[src/rtl/demux_32bit_1to2_buffered.sv]
// demux_32bit_1to2_buffered: routes each input word into one of two independent FIFO queues (A/B)
module demux_32bit_1to2_buffered #(
  parameter int DATA_WIDTH = 32,
  parameter int DEPTH      = 2
) (
  input  logic                       Clk,
  input  logic                       Reset_n,
  input  logic [DATA_WIDTH-1:0]      inData,
  input  logic                       inSel,
  input  logic                       inValid,
  output logic                       inReady,
  output logic [DATA_WIDTH-1:0]      outA,
  output logic                       outAValid,
  input  logic                       outAReady,
  output logic [DATA_WIDTH-1:0]      outB,
  output logic                       outBValid,
  input  logic                       outBReady,
  output logic [$clog2(DEPTH):0]     levelA,
  output logic [$clog2(DEPTH):0]     levelB
);
  localparam int AW = $clog2(DEPTH);
  localparam int LW = AW + 1;
  logic [DATA_WIDTH-1:0] head [2];
  logic [LW-1:0]         lvl  [2];
  logic [1:0]            not_full;
  logic [1:0]            out_rdy;
  assign out_rdy = {outBReady, outAReady};
  // a full queue refuses a push even when it pops on the same edge
  assign inReady = Reset_n & (inSel ? not_full[1] : not_full[0]);
  for (genvar g = 0; g < 2; g++) begin : g_q
    logic [DATA_WIDTH-1:0] mem_q [DEPTH];
    logic [AW-1:0]         wr_q, wr_d, rd_q, rd_d;
    logic [LW-1:0]         lvl_q, lvl_d;
    logic                  push, pop;
    assign push        = inValid & inReady & (inSel == 1'(g));
    assign pop         = (lvl_q != '0) & out_rdy[g];
    assign not_full[g] = lvl_q < LW'(DEPTH);
    assign lvl[g]      = lvl_q;
    assign head[g]     = (lvl_q != '0) ? mem_q[rd_q] : '0;
    // next pointers wrap naturally because DEPTH is a power of two
    always_comb begin
      wr_d  = wr_q + AW'(push);
      rd_d  = rd_q + AW'(pop);
      lvl_d = lvl_q + LW'(push) - LW'(pop);
    end
    // pointer and occupancy registers, cleared asynchronously
    always_ff @(posedge Clk or negedge Reset_n) begin
      if (!Reset_n) begin
        wr_q  <= '0;
        rd_q  <= '0;
        lvl_q <= '0;
      end else begin
        wr_q  <= wr_d;
        rd_q  <= rd_d;
        lvl_q <= lvl_d;
      end
    end
    // storage needs no reset: the head is masked to zero while the queue is empty
    always_ff @(posedge Clk) begin
      if (push) mem_q[wr_q] <= inData;
    end
  end
  assign outA      = head[0];
  assign outB      = head[1];
  assign levelA    = lvl[0];
  assign levelB    = lvl[1];
  assign outAValid = lvl[0] != '0;
  assign outBValid = lvl[1] != '0;
endmodule

[config.mk]
export PLATFORM = sky130hd
export DESIGN_NAME = demux_32bit_1to2_buffered
export DESIGN_NICKNAME = d
export VERILOG_FILES = /design/src/rtl/demux_32bit_1to2_buffered.sv
export SDC_FILE = /design/constraint.sdc
export NUM_CORES = 1
export LEC_CHECK = 0
export BUFFER_PORTS_ARGS = -buffer_cell sky130_fd_sc_hd__buf_4
export CORE_MARGIN = 3
export CORE_UTILIZATION = 49
export DETAILED_ROUTE_END_ITERATION = 16
export PLACE_DENSITY_LB_ADDON = 0.08
export SETUP_SLACK_MARGIN = 0.3
export SLEW_MARGIN = 40
export SYNTH_ARGS = -nofsm -noshare
export SYNTH_HDL_FRONTEND = slang
export SYNTH_SLANG_ARGS = --single-unit
[constraint.sdc]
create_clock -name Clk -period 2.1 [get_ports Clk]
set_input_delay 0.21 -clock Clk [delete_from_list [all_inputs] [get_ports Clk]]
set_output_delay 0.21 -clock Clk [all_outputs]
set_load 0.02 [all_outputs]
==> results.cfg <==
[status]
status = complete, no violations

[synth]
synth.net_count = 360
yosysMostFrequentCell = edfxtp_1
ys.flop_type = edfxtp_1
yosysTopAreaCellShare_pct = 71.6
ys_seq_area_share_pct = 75.4
synthArstFlopShare_pct = 5.88
synth_fa_ha_area_share_pct = 1.87
synth_area_per_cell_um2 = 17.1
synth_edf_count = 128
yosysWarnings = 0
synthXorXnorAreaFrac_pct = 0.979
synthMuxAreaShare_pct = 11.9
synth_cell_types = 19
synth_simple_gate_area_share_pct = 5.46
synthTopCellsByCount = 128 x edfxtp_1, 64 x mux2i_1, 63 x nor2_1
synth-seq-cells = 136
syn_inst = 314
netlist_top_cells_area = edfxtp_1 72%, mux2i_1 12%, nor2_1 4.4%
synth_top_family_by_area = multiplexers
yosys.area.top_type = edfxtp_1
synth_compound_gate_area_share_pct = 0.326
netlist_area_um2 = 5370

[sta]
final.period_utilization_pct = 90.1
rsz0062_at_grt = true
hold_violations = 0
relSlewSlack_pct = 81.1
skew_ns = 0.00869
slew_violations = 0
fmax_ghz = 0.528
setup_viol_count_final = 0
period_needed_ns = 1.89
fin_ws_ns = 0.207
tns_ns = 0
worst_slew_pin_slew_ns = 0.284

[routing]
dr.first_iter.drc_count = 152
first_pass_iters = 4
ant_nets = 0
drc_errors = 0
via_per_inst = 4.94
wl_per_cell_um = 18.4
wl_um = 11700
vias = 3140

[finish]
regArea_um2 = 4050
fin_area_um2 = 7890
area_growth_syn_to_layout_pct = 47.0
multiInputGateArea_um2 = 1330
antennaDiodeCount = 0
fillers = 633
drive_gt1_share_pct = 44.0
num-nets-final = 534

[global_routing]
antenna_found_initial = 0
grt_pass1_vias = 3315
grt_first_pass_wirelength_um = 17500
grt_use_met2_pct = 30.0
grt.total_usage_pct = 18.5
grt-busiest-layer = met2
grtUsageMet3_pct = 4.60
grt_max_degree = 34
grt_use_met1_pct = 24.3
grt-ovfl-total = 0

[setup_path]
startpoint_type = flip-flop
worstPathRequired_ns = 1.89
critPathArrivalTime_ns = 1.68
cp_max_fo = 5
end_kind = output port
criticalPathCategory = flip-flop to output port

[clock_network]
clock_sinks = 136
numCtsBuffers = 17
htreeDepth = 4
clk_path_buf_depth = 2
clock_latency_ns = 0.50
clockRootBuffer = clkbuf_8
path_clk_slew_ns = 0.06
cts_tree = built

[placement]
placed_area_um2 = 6320
numPortBuffers = 108
place_ws_ns = 0.303
gp_congestion = 0.718
hpwl_um = 6500

[pwr]
power.leakage_nw = 3.11
pwr_density_cell_nw_per_um2 = 1440
p_total_mw = 11.3
ir_worst_vdd_v = 0.000789

[die]
row_count = 37
fp.dieArea_um2 = 12200
initial_utilization_pct = 51.1
fp.dieH_um = 111
core-area_um2 = 10500
num_io_pins = 109
die_w_um = 111

[flow_run]
drv_cap = 0

[min_path]
hold_class = primary input to flip-flop
worst paths after layout:
| path | end | startpoint | cells after the start | slack [ns] |
|---|---|---|---|---|
| max | outB[18] | levelB[0] | 5 | 0.21 |
| min | g_q[0].rd_q | outAReady | 3 | 0.04 |
| max reg2reg | levelB[1] | levelB[1] | 9 | 0.39 |
| min reg2reg | levelA[1] | levelA[1] | 1 | 0.57 |
| max in group asynchronous | g_q[1].rd_q | Reset_n | 2 | 1.87 |
| min in group asynchronous | levelA[1] | Reset_n | 2 | 0.07 |
worst max-delay path: stages (launching register included):
cell	delay [ns]
dfrtp_1	0.45
nor2_4	0.10
buf_6	0.14
buf_12	0.13
nor2_1	0.18
buf_4	0.18
state kept, by name, summed over array words and instances (netlist names):
| name | cells |
|---|---|
| g_q.wr_q | 2 |
| levelA | 2 |
| g_q.mem_q | 128 |
| levelB | 2 |
| g_q.rd_q | 2 |
cell families after synthesis:
kind of cell / after synthesis
AO/OA/AOI/OAI: 3
AND/OR/NAND/NOR: 73
multiplexers: 64
buffers and inverters: 24
XOR/XNOR: 6
flip-flops: 136
adder cells (fa/ha/maj): 8
metrics by stage:
stage / hold slack (ns) / std cells / util (%)
3_5_place_dp: 0.0496 / 555 / 60.1
4_1_cts: 0.00995 / 629 / 70.8
5_1_grt: 0.0537 / 636 / 75.0
3_3_place_gp: 0.0478 / 555 / 60.1
2_1_floorplan: -0.0856 / 314 / -
6_report: 0.0391 / 636 / 75.0
final cells by class:
cell class              instances  share of cell area (%)
repair buffers                169                    21.7
multi-input cells             154                    16.9
clock inverters                14                    2.21
clock buffers                  17                    5.25
flip-flops and latches        136                    51.3
well taps                     136                    2.16
inverters                      10                   0.476
routing by layer:
metal | up-vias | wire [um]
li1 | 1496 | -
met1 | 1534 | 4880
met2 | 104 | 6140
met3 | 6 | 638
met4 | 0 | 60
met5 | - | 0
power breakdown:
part	switching, mW	internal [mW]
Clock	1.08	1.81
Sequential	0.166	3.20
Combinational	2.61	2.45
cells in the final DEF, fill, tap and decap left out, drive strengths merged:
cell | Yosys | final
xnor2 | 6 | 6
nor2b | 2 | 2
nor3 | 1 | 1
dfrtp | 8 | 8
mux2i | 64 | 64
clkinv | 0 | 7
edfxtp | 128 | 128
o21a | 1 | 1
nand2 | 1 | 1
nand3 | 2 | 2
bufinv | 0 | 3
clkbuf | 0 | 22
inv | 10 | 13
ha | 8 | 8
buf | 14 | 130
nor2 | 67 | 67
dlygate4sd3 | 0 | 34
clkinvlp | 0 | 1
o21ai | 2 | 2
what timing repair did:
action                                  CTS  global route
endpoints found under the setup margin  112           113
buffers inserted                          8             2
pin swaps                                 3            11
hold buffers                             34             0
hold endpoints to repair                137             0
resized for setup                        22            76
gates cloned                              1             5
(Power assumes the default switching activity.)
